--- config.mk ---
export PLATFORM = sky130hd
export DESIGN_NAME = sensor_display
export DESIGN_NICKNAME = d
export VERILOG_FILES = /design/src/rtl/sensor_pkg.sv /design/src/rtl/bin2bcd_seq.sv /design/src/rtl/sensor_display.sv
export SDC_FILE = /design/constraint.sdc
export NUM_CORES = 1
export LEC_CHECK = 0
export ABC_AREA = 1
export CAP_MARGIN = 20
export CORE_MARGIN = 2
export CORE_UTILIZATION = 55
export CTS_CLUSTER_DIAMETER = 120
export DETAILED_ROUTE_END_ITERATION = 12
export PLACE_DENSITY = 0.87
export SLEW_MARGIN = 5
export SYNTH_ARGS = -nofsm -noshare
export SYNTH_HDL_FRONTEND = slang
export SYNTH_SLANG_ARGS = --single-unit
--- constraint.sdc ---
create_clock -name clock -period 4.14 [get_ports clock]
set_input_delay 0.621 -clock clock [delete_from_list [all_inputs] [get_ports clock]]
set_output_delay 0.621 -clock clock [all_outputs]
set_load 0.1 [all_outputs]
--- src/rtl/sensor_pkg.sv ---
// Shared constants for the sensor display: segment patterns and converter states.
package sensor_pkg;

   // Segment patterns are {g,f,e,d,c,b,a}, active-low.
   localparam logic [6:0] SEG_BLANK = 7'h7F;
   localparam logic [6:0] SEG_T     = 7'h07;
   localparam logic [6:0] SEG_H     = 7'h09;

   localparam logic [6:0] SEG_0 = 7'h40;
   localparam logic [6:0] SEG_1 = 7'h79;
   localparam logic [6:0] SEG_2 = 7'h24;
   localparam logic [6:0] SEG_3 = 7'h30;
   localparam logic [6:0] SEG_4 = 7'h19;
   localparam logic [6:0] SEG_5 = 7'h12;
   localparam logic [6:0] SEG_6 = 7'h02;
   localparam logic [6:0] SEG_7 = 7'h78;
   localparam logic [6:0] SEG_8 = 7'h00;
   localparam logic [6:0] SEG_9 = 7'h10;

   localparam logic [9:0] SAT_MAX = 10'd999;

   typedef enum logic [1:0] {
      CONV_IDLE  = 2'd0,
      CONV_LOAD  = 2'd1,
      CONV_SHIFT = 2'd2,
      CONV_DONE  = 2'd3
   } conv_state_t;

   function automatic logic [6:0] seg_digit(input logic [3:0] d);
      logic [6:0] s;
      case (d)
         4'd0:    s = SEG_0;
         4'd1:    s = SEG_1;
         4'd2:    s = SEG_2;
         4'd3:    s = SEG_3;
         4'd4:    s = SEG_4;
         4'd5:    s = SEG_5;
         4'd6:    s = SEG_6;
         4'd7:    s = SEG_7;
         4'd8:    s = SEG_8;
         4'd9:    s = SEG_9;
         default: s = SEG_BLANK;
      endcase
      return s;
   endfunction

   // One double-dabble iteration on {bcd[11:0], bin[9:0]}: add 3 to any
   // BCD nibble >= 5, then shift the whole register left by one.
   function automatic logic [21:0] dd_step(input logic [21:0] sr);
      logic [21:0] t;
      t = sr;
      for (int i = 0; i < 3; i++) begin
         if (t[10 + 4*i +: 4] >= 4'd5)
            t[10 + 4*i +: 4] = t[10 + 4*i +: 4] + 4'd3;
      end
      return {t[20:0], 1'b0};
   endfunction

endpackage

--- src/rtl/bin2bcd_seq.sv ---
// Sequential 10-bit binary to 3-digit BCD converter (double-dabble).
//
// state      | meaning
// -----------+------------------------------------------------------
// CONV_IDLE  | waiting for start
// CONV_LOAD  | sample bin into the shift register, clear iteration count
// CONV_SHIFT | 10 add-3/shift iterations
// CONV_DONE  | bcd valid for one cycle; restart at LOAD if a start is pending
module bin2bcd_seq
   import sensor_pkg::*;
(
   input  logic        clock,
   input  logic        reset,
   input  logic        start,
   input  logic [9:0]  bin,
   output logic        busy,
   output logic        done,
   output logic [11:0] bcd
);

   conv_state_t state, state_nxt;
   logic        pending, pending_nxt;
   logic [21:0] sr;
   logic [3:0]  iter;

   // State and pending-flag registers.
   always_ff @(posedge clock or negedge reset) begin
      if (!reset) begin
         state   <= CONV_IDLE;
         pending <= 1'b0;
      end else begin
         state   <= state_nxt;
         pending <= pending_nxt;
      end
   end

   // Next state; starts arriving mid-conversion collapse into one pending restart.
   // A start seen in DONE needs no flag: the following LOAD already samples it.
   always_comb begin
      state_nxt   = state;
      pending_nxt = pending;
      case (state)
         CONV_IDLE: begin
            if (start) state_nxt = CONV_LOAD;
         end
         CONV_LOAD: begin
            state_nxt = CONV_SHIFT;
            if (start) pending_nxt = 1'b1;
         end
         CONV_SHIFT: begin
            if (iter == 4'd9) state_nxt = CONV_DONE;
            if (start) pending_nxt = 1'b1;
         end
         CONV_DONE: begin
            pending_nxt = 1'b0;
            state_nxt   = (pending || start) ? CONV_LOAD : CONV_IDLE;
         end
         default: state_nxt = CONV_IDLE;
      endcase
   end

   // Shift register and iteration counter.
   always_ff @(posedge clock or negedge reset) begin
      if (!reset) begin
         sr   <= '0;
         iter <= '0;
      end else if (state == CONV_LOAD) begin
         sr   <= {12'd0, bin};
         iter <= '0;
      end else if (state == CONV_SHIFT) begin
         sr   <= dd_step(sr);
         iter <= iter + 4'd1;
      end
   end

   assign busy = (state != CONV_IDLE);
   assign done = (state == CONV_DONE);
   assign bcd  = sr[21:10];

endmodule

--- src/rtl/sensor_display.sv ---
// Four-digit multiplexed display alternating temperature and humidity pages.
module sensor_display
   import sensor_pkg::*;
#(
   parameter int SCAN_DIV    = 50_000,
   parameter int PAGE_CYCLES = 100_000_000
) (
   input  logic        clock,
   input  logic        reset,
   input  logic [15:0] temp_data,
   input  logic [15:0] hum_data,
   input  logic        sample_valid,
   output logic [6:0]  seg,
   output logic [3:0]  an,
   output logic        page,
   output logic        conv_busy
);

   localparam int SCAN_W = $clog2(SCAN_DIV + 1);
   localparam int PAGE_W = $clog2(PAGE_CYCLES + 1);

   logic [SCAN_W-1:0] scan_cnt;
   logic [PAGE_W-1:0] page_cnt;
   logic              scan_tick, page_tick;
   logic [1:0]        digit, digit_nxt;
   logic [15:0]       temp_q, hum_q, sel;
   logic [9:0]        conv_bin;
   logic [11:0]       conv_bcd, bcd_q;
   logic              conv_done;
   logic [6:0]        seg_nxt;
   logic [3:0]        an_nxt;

   assign scan_tick = (scan_cnt == SCAN_W'(SCAN_DIV - 1));
   assign page_tick = (page_cnt == PAGE_W'(PAGE_CYCLES - 1));
   assign digit_nxt = scan_tick ? digit - 2'd1 : digit;

   // Selection uses the registered page/data, so a conversion loaded the cycle
   // after a combined sample+toggle sees the new sample on the new page.
   assign sel      = page ? hum_q : temp_q;
   assign conv_bin = (sel > 16'(SAT_MAX)) ? SAT_MAX : sel[9:0];

   bin2bcd_seq u_bin2bcd (
      .clock (clock),
      .reset (reset),
      .start (sample_valid | page_tick),
      .bin   (conv_bin),
      .busy  (conv_busy),
      .done  (conv_done),
      .bcd   (conv_bcd)
   );

   // Sample capture and converted-value register.
   always_ff @(posedge clock or negedge reset) begin
      if (!reset) begin
         temp_q <= '0;
         hum_q  <= '0;
         bcd_q  <= '0;
      end else begin
         if (sample_valid) begin
            temp_q <= temp_data;
            hum_q  <= hum_data;
         end
         if (conv_done) bcd_q <= conv_bcd;
      end
   end

   // Page timer: toggle and wrap at terminal count.
   always_ff @(posedge clock or negedge reset) begin
      if (!reset) begin
         page_cnt <= '0;
         page     <= 1'b0;
      end else if (page_tick) begin
         page_cnt <= '0;
         page     <= ~page;
      end else begin
         page_cnt <= page_cnt + PAGE_W'(1);
      end
   end

   // Digit scan timer; the digit index wraps naturally from 0 back to 3.
   always_ff @(posedge clock or negedge reset) begin
      if (!reset) begin
         scan_cnt <= '0;
         digit    <= 2'd3;
      end else begin
         scan_cnt <= scan_tick ? '0 : scan_cnt + SCAN_W'(1);
         digit    <= digit_nxt;
      end
   end

   // Segment pattern for the digit about to be shown, with leading-zero blanking.
   always_comb begin
      seg_nxt = SEG_BLANK;
      case (digit_nxt)
         2'd3: seg_nxt = page ? SEG_H : SEG_T;
         2'd2: seg_nxt = (bcd_q[11:8] == 4'd0) ? SEG_BLANK : seg_digit(bcd_q[11:8]);
         2'd1: seg_nxt = (bcd_q[11:4] == 8'd0) ? SEG_BLANK : seg_digit(bcd_q[7:4]);
         2'd0: seg_nxt = seg_digit(bcd_q[3:0]);
         default: seg_nxt = SEG_BLANK;
      endcase
      an_nxt = ~(4'b0001 << digit_nxt);
   end

   // Registered outputs so seg and an always change on the same edge.
   always_ff @(posedge clock or negedge reset) begin
      if (!reset) begin
         seg <= SEG_T;
         an  <= 4'b0111;
      end else begin
         seg <= seg_nxt;
         an  <= an_nxt;
      end
   end

endmodule

### Word level (Yosys, flattened, before mapping)

Memories as Yosys holds them, arrays and structs flattened.
Index checks and enable logic that the tools add are counted.
W data, S select, Z words.

* register bits after elaboration: 130
* bits in read-only memories: 336
* bits of input ports: 35
* output and inout bits: 13
* word-level logic and storage cells: 76
* memories kept: 3

* add/sub/neg operators: 7
* $lt $le $gt $ge: 4
* equality and inequality tests: 12
* shifts and indexed selects: 1
* multiplexer cells: 22
* bitwise gates (word level): 3
* reductions and logical operators: 11

Memories
* (no name shown): depth 16, width 7, read ports 1, clocked after Yosys merged registers in 0, wr ports 0, RTL line sensor_pkg.sv:31 `case (d)`
* (no name shown): depth 16, width 7, read ports 1, clocked after Yosys merged registers in 0, wr ports 0, RTL line sensor_pkg.sv:31
* (no name shown): depth 16, width 7, read ports 1, clocked after Yosys merged registers in 0, wr ports 0, RTL line sensor_pkg.sv:31

Operators with widths (count)
* $mux W22: 2
* $mux W16: 2
* $pmux W7 S4: 1
* $add A27 B1 Y27 const B: 1
* $eq A27 B27 Y1 const B: 1
* $mux W27: 1
* $mux W4: 5
* $add A16 B1 Y16 const B: 1
* $eq A16 B16 Y1 const B: 1
* $gt A16 B10 Y1 const B: 1
* $mux W7: 2
* $ge A4 B3 Y1 const B: 3
* $mux W10: 1
* $add A4 B2 Y4 const B: 2
* $eq A2 B2 Y1 const B: 4
* $logic_not A8 Y1: 1
* $pmux W2 S4: 1
* $mux W2: 3
* $ne A2 B1 Y1 const B: 3
* $reduce_bool A2 Y1: 3
* $add A4 B1 Y4 const B: 1
* $eq A2 B1 Y1 const B: 2
* $eq A4 B4 Y1 const B: 1
* $logic_not A2 Y1: 2
* other kinds (13): 15

### Logic depth before layout (Yosys ltp)

Gate-level depths: netlist (run 1).

* depth in word-level cells: 5
* gate-level depth with buffers: 12
* depth with buffers taken out: 12

### By module

From an unflattened synthesis (run 1), not the netlist that was laid out.

* cells, all modules: 905
* area total of the unflattened synthesis: 7220.7 µm²

By module, submodules not included
* sensor_display: times used 1, cells an instance 694, area an instance 5544.1 µm², seq. area each 2537.4 µm²
* bin2bcd_seq: times used 1, cells an instance 211, area an instance 1676.6 µm², seq. area each 725.7 µm²

### Worst setup path after synthesis (run 1)

No wires, ideal clock.

* kind: register -> register
* start: reg page
* end: reg u_bin2bcd.sr[5]
* arrival: 1949 ps
* data required time: 4017 ps
* path slack: 2068 ps
* stages on the path, launching flop included: 8
* buffers on the path: 1
* period minus slack after synthesis: 2072 ps
* path through: dfrtp_1 > inv_1 > buf_4 > nand2_1 > o21ai_0 > or2_2 > o21ai_0 > nand2_1

* word-level cells in the longest chain between the ends: 4

RTL lines
* from (decl): RTL line sensor_display.sv:15 `output logic page,`
* from (signal assigned): RTL line sensor_display.sv:74 `page <= ~page;`
* $mux W16 (*): RTL line sensor_display.sv:39 `assign sel = page ? hum_q : temp_q;`
* $gt A16 B10 Y1: RTL line sensor_display.sv:40 `assign conv_bin = (sel > 16'(SAT_MAX)) ? SAT_MAX : sel[9:0];`
* $mux W10 (*): RTL line sensor_display.sv:40
* $mux W22 (*): RTL line bin2bcd_seq.sv:67 `end else if (state == CONV_LOAD) begin`
* to (signal assigned): RTL line bin2bcd_seq.sv:68 `sr <= {12'd0, bin};`
* to (signal assigned): RTL line bin2bcd_seq.sv:71 `sr <= dd_step(sr);`
* to (decl): RTL line bin2bcd_seq.sv:23 `logic [21:0] sr;`

Every way passes the cells marked *; elsewhere a longest branch is shown, timed or not.
A chain may end at the register's enable or synchronous reset.

### Final worst setup path (run 1)

* start: reg u_bin2bcd.state[0]
* end: out conv_busy

* word-level cells in the longest chain between the ends: 1

RTL lines
* from (decl): RTL line bin2bcd_seq.sv:21 `conv_state_t state, state_nxt;`
* from (signal assigned): RTL line bin2bcd_seq.sv:32 `state <= state_nxt;`
* $reduce_bool A2 Y1: RTL line bin2bcd_seq.sv:76 `assign busy = (state != CONV_IDLE);`
* to (decl): RTL line sensor_display.sv:16 `output logic conv_busy`

Every way passes these cells.

==> results by group, run 1 <==
Placed design
  – Detailed placement HPWL: about 10 mm
  – Final GP Congestion: approximately 0.9
  – PortBufs: 47
  – Dpl cells: 1,087

Drt
  – Final ANT Viol Nets: 0
  – Via count: just under 6,000
  – DR iter-0 viols: slightly above 500
  – 1st-pass router iterations: 7
  – WL per Instance: approximately 13 µm
  – Routed wire length: between 10 and 15 mm
  – DRC: 0
  – Vias per cell: 5.295

Setup path
  – R2R setup slack: around 1.7 ns
  – Worst Setup Start Kind: flip-flop
  – Required time worst endpoint: roughly 3.5 ns
  – Critical path's slowest cell: clkdlybuf4s50_1
  – Crit path largest cell delay: approximately 1.1 ns
  – CP Cell Sequence: inv_1 -> ha_1 -> inv_1 -> clkdlybuf4s50_1
  – Worst path top cell family by delay: buffers and inverters
  – Cell mode on critical path: inv_1
  – Setup crit end kind: primary output
  – CP Class: flip-flop to primary output
  – Buf/Inv on CP: 3
  – Arrival @ worst endpoint: 2.36 ns
  – Crit-path max FO: 5

Timing
  – Final period utilization: 72.12%
  – Post-route minimum period: 2.986 ns
  – Slew Limit Fails: 0
  – Final Hold Vio Count: 0
  – Final Skew: 0.008342 ns
  – Relative slew margins: 33.71%
  – Worst-Margin Slew: a little under 1 ns
  – Unrepaired setup endpoints after global routing: false
  – Final setup TNS: 0 ns
  – WHS: 0.2928 ns
  – Fmax: around 330 MHz
  – Final Setup Violations: 0

Die
  – Core ar.: about 0.013 mm²
  – Die Height: 117.9 µm
  – Cell Rows: 41
  – I/O pin cnt: 48
  – Initial Utilization: ~57%
  – Die width: approximately 120 µm
  – DIE AREA: approximately 0.014 mm²

Pwr
  – Leakage: 4.075 nW
  – Power Dens Cells: between 500 and 600 mW/mm²
  – VDD IR max: around 0.00057 V

Flow run
  – MaxCap Viol Count: 0

CTS
  – Clock Latency Late Sink: approximately 0.42 ns
  – Maximum root-to-sink buffer count: 2
  – Cts hold-fix bufs: 0
  – H-tree depth: 4
  – Clock tree sinks: between 100 and 150
  – CTS tree: done
  – Clock transition at path regs: 0.06 ns
  – Cts repair resizes: 0
  – TritonCTS buffer count: 17
  – Clk root buf: clkbuf_16
  – Setup Buffers After CTS: 0

Logic synthesis
  – Commonest register cell after synthesis: dfrtp_1
  – Number of flops mapped to enable cells by yosys: 0
  – Mapped cell area: just over 0.007 mm²
  – Yosys warnings: 0
  – Post-Syn Nets: 949
  – Mean Syn Cell Area: about 8 µm²
  – Async SR Flop Fraction: 100.0%
  – #FFs+latches synth: between 100 and 150
  – Mapped Cells: between 800 and 900
  – Unique cell type count in the Yosys netlist: 43
  – Sequential area share after synthesis: between 40% and 50%

GRT
  – Met1 Track Usage GR: between 20% and 30%
  – Initial antenna violation count: 0
  – Overflow after GRT: 0
  – All-Layer GR Usage: 23.12%
  – Global-route wire length before repair: roughly 26 mm
  – Pin count of the biggest net entering global routing: between 60 and 70
  – Gr busiest metal: met2
  – Grt met2 use: just under 40%
  – GR Util met3: ~5.9%
  – Vias in the first global route: a little under 6,000

Layout
  – Nets: about 1,000
  – Fin cells: approximately 1,100
  – Commonest non-fill, non-tap cell in the layout: nand2_1
  – Commonest cells after routing, fill and taps aside: nand2_1 (222), dfrtp_1 (122), inv_1 (111)
  – Share of layout cells above drive strength 1: between 10 and 15%
  – ANT cells: 0
  – Area delta synth->final: 17.23%

Status
  – Outcome: complete, no violations

Min path
  – Min-delay worst type: input pin to async pin
## worst reg2reg max path: stages, from the launching register on
cell	delay [ns]
dfrtp_1	0.42
inv_1	0.10
ha_1	0.75
inv_1	0.42
nor2_1	0.23
inv_1	0.14
o32ai_1	0.29
## cells by family after synthesis
logic type / after synthesis / share of synthesized area [%]
AND/OR/NAND/NOR: 438 / 28.87
buffers and inverters: 136 / 7.574
flip-flops: 130 / 45.72
AO/OA/AOI/OAI: 122 / 9.204
adder cells (fa/ha/maj): 31 / 5.435
XOR/XNOR: 26 / 3.191
## flip-flops by register name, indices dropped and copies added (netlist names)
name and flops:
u_bin2bcd.pending 1, page_cnt 27, u_bin2bcd.state 2, digit 2, an 4, bcd_q 12
page 1, seg 7, u_bin2bcd.iter 4, temp_q 16, scan_cnt 16, u_bin2bcd.sr 22
hum_q 16
## cell usage after synthesis, types with 2 or more instances
cell	instances	area, µm²
nand3b_1	3	22.52
o21ai_1	6	30.03
nor2_1	78	292.8
nand2_2	7	43.79
nor3b_1	4	30.03
o21a_1	2	15.01
o32ai_1	2	17.52
nand4_1	24	150.1
clkinv_1	3	11.26
nor3_2	4	40.04
buf_4	2	15.01
nor3_1	14	70.07
nor2_2	9	56.30
nor2_4	5	56.30
a21oi_1	20	100.1
nand2_1	222	833.3
o211ai_1	6	45.04
nand3_2	3	30.03
nor3b_2	3	37.54
o22ai_1	8	50.05
nand3_1	45	225.2
clkbuf_1	14	52.55
inv_1	111	416.7
or2_2	7	43.79
dfstp_2	8	210.2
inv_2	2	7.510
xor2_1	25	219.0
ha_1	31	387.9
a31oi_1	4	25.02
o21ai_0	73	365.4
nand2_4	5	56.30
dfrtp_1	122	3053
## path summary, 6_finish.rpt
path,start,to,cells after the start
max in group asynchronous,reset,seg[1],2
worst min register to register,hum_q[2],hum_q[2],2
worst max-delay path,u_bin2bcd.state[0],conv_busy,4
worst max register to register,u_bin2bcd.state[0],u_bin2bcd.sr[18],6
min in group clock,hum_q[2],hum_q[2],2
worst min-delay path,reset,page_cnt[6],1
## per-layer routing
metal | wire, µm | vias up
met4 | 246 | 0
met3 | 651 | 27
met2 | 7492 | 143
met5 | 0 | -
met1 | 6575 | 2823
li1 | - | 2932
## final cells by class
type / count / area [µm²]
Fill cell: 1025 / 4253
Clock inverter: 13 / 172.7
Multi-Input combinational cell: 617 / 3333
Sequential cell: 130 / 3263
Clock buffer: 19 / 442.9
Inverter: 117 / 441.7
Timing Repair Buffer: 51 / 498.0
Tap cell: 172 / 215.2
## power by group
part	switching, mW	internal (mW)	total [mW]
Clock	0.585	0.974	1.56
Sequential	0.168	1.51	1.68
Combinational	1.20	0.556	1.75
## per-stage QoR
| stage | util (%) | setup slack, ns | cell area (µm²) | power [mW] |
|---|---|---|---|---|
| finish | 66.30 | 1.154 | 8367 | 4.993 |
| detailed placement | 61.42 | 1.496 | 7751 | 3.421 |
| floorplan | - | 2.068 | 7137 | 2.991 |
| global route | 66.30 | 1.028 | 8367 | 5.331 |
| global placement | 61.42 | 1.531 | 7751 | 3.356 |
| CTS | 66.30 | 1.148 | 8367 | 5.002 |
Power figures use the tool's default switching activity.
==> run 2: changes to the inputs <==
==> constraint.sdc (replaced) <==
create_clock -name clock -period 2.79 [get_ports clock]
set_input_delay 0.4185 -clock clock [delete_from_list [all_inputs] [get_ports clock]]
set_output_delay 0.4185 -clock clock [all_outputs]
set_load 0.1 [all_outputs]
==> run 2 against run 1 <==
Largest power group unchanged. Critical path depth grew 2. Sequential cell count unchanged. Core utilization is 0.54 points lower. Sequential power up 49%. Cell count hardly changed. Clock-buffer cell count grew 2.
==> results by group, run 2 (synthesized netlist as in run 1, its figures left out) <==
Die
  – Cell Rows: 41
  – DIE AREA: around 0.014 mm²
  – Core ar.: roughly 0.013 mm²
  – I/O pin cnt: 48
  – Die width: about 120 µm
  – Die Height: 117.9 µm
  – Initial Utilization: a little under three fifths

Layout
  – Regs by FF count: page_cnt x27, u_bin2bcd.sr x22
  – Flip-flop count of the largest register after layout: 27
  – Commonest cells after routing, fill and taps aside: nand2_1 (222), dfrtp_1 (122), inv_1 (111)
  – Fillers: approximately 1,000
  – Nets: roughly 1,000
  – Commonest non-fill, non-tap cell in the layout: nand2_1
  – Area delta synth->final: 16.29%
  – Reg with most FFs: page_cnt
  – ANT cells: 0
  – Share of layout cells above drive strength 1: approximately 11%

CTS
  – Maximum root-to-sink buffer count: 2
  – TritonCTS buffer count: 17
  – CTS tree: done
  – Cts hold-fix bufs: 0
  – Clock tree sinks: between 100 and 150
  – Clock Latency Late Sink: between 0.4 and 0.5 ns
  – Setup Buffers After CTS: 0
  – Clock transition at path regs: 0.06 ns
  – H-tree depth: 4
  – Cts repair resizes: 0
  – Clk root buf: clkbuf_16

Status
  – Outcome: complete, no violations

Setup path
  – Worst Setup Start Kind: flip-flop
  – Required time worst endpoint: about 3.2 ns
  – Crit-path max FO: 14
  – Arrival @ worst endpoint: 2.42 ns
  – Setup crit end kind: flip-flop
  – CP Class: flip-flop to flip-flop

Timing
  – Setup ws final: 0.7283 ns
  – Final Hold Vio Count: 0
  – WHS: between 0.02 and 0.025 ns
  – Final period utilization: about three quarters
  – Post-route minimum period: ~2 ns
  – Slew Limit Fails: 0
  – Final setup TNS: 0 ns
  – Fmax: 485.0 MHz
  – Final Setup Violations: 0
  – Relative slew margins: between 40% and 50%
  – Worst-Margin Slew: approximately 0.8 ns
  – Unrepaired setup endpoints after global routing: false
  – Final Skew: about 0.0094 ns

Placed design
  – Dpl ws: between 0.7 and 0.8 ns
  – PortBufs: 47
  – Final GP Congestion: 0.8965
  – Detailed placement HPWL: a little over 10 mm

Pwr
  – Pwr Total: between 7 and 8 mW
  – VDD IR max: around 0.00073 V
  – Leakage: a little over 4 nW
  – Power Dens Cells: between 800 and 900 mW/mm²

Drt
  – Via count: 5,937
  – WL per Instance: about 13 µm
  – Routed wire length: between 10 and 15 mm
  – DR iter-0 viols: about 450
  – Final ANT Viol Nets: 0
  – DRC: 0
  – Vias per cell: between 5 and 6
  – 1st-pass router iterations: 5

Flow run
  – MaxCap Viol Count: 0

GRT
  – Initial antenna violation count: 0
  – Global-route wire length before repair: roughly 26 mm
  – Overflow after GRT: 0
  – Vias in the first global route: 5,790
  – Pin count of the biggest net entering global routing: 52
  – All-Layer GR Usage: between 20% and 30%

Min path
  – Min-delay worst type: input pin to async pin
-- run 2: final cells by class --
class	count	area, µm²	area share, %
clock buffers	21	450.4	5.427
clock inverters	10	102.6	1.236
inverters	117	441.7	5.322
multi-input cells	617	3333	40.16
flip-flops and latches	130	3263	39.32
well taps	172	215.2	2.593
repair buffers	53	493.0	5.940
-- run 2: metrics by stage --
step	area [µm²]	util (%)	cells
floorplan	7137	-	883
finish	8299	65.76	1120
global placement	7746	61.38	1089
detailed placement	7746	61.38	1089
global route	8299	65.76	1120
CTS	8299	65.76	1120
-- run 2: report_power, final --
part	leakage [nW]	internal, mW	switching [mW]	total (mW)
Sequential	1.65	2.25	0.251	2.50
Combinational	2.16	0.838	1.79	2.63
Clock	0.253	1.25	0.831	2.08
-- run 2: final timing paths --
path,from,end,slack [ns],cells past startpoint
worst max register to register,page,u_bin2bcd.sr[0],0.73,6
worst max-delay path,page,u_bin2bcd.sr[0],0.73,6
max in group asynchronous,reset,u_bin2bcd.state[0],1.89,2
worst min register to register,hum_q[3],hum_q[3],0.47,2
worst min-delay path,reset,page_cnt[6],0.02,1
min in group clock,hum_q[3],hum_q[3],0.47,2
-- run 2: critical path: stages, from the launching register on --
cell and delay, ns:
dfrtp_1 0.67, inv_1 0.38, o21ai_0 0.39, nand4_2 0.25, nand2_2 0.15, o21ai_0 0.09, nand2_1 0.07
-- run 2: metal layers --
metal / part of all wire (%) / global-route usage (%) / vias to the layer above
met5: 0 / 0 / -
met3: 4.4 / 5.862 / 21
met1: 45 / 28.18 / 2823
met4: 1.3 / 7.003 / 0
li1: - / - / 2944
met2: 49 / 37.39 / 149
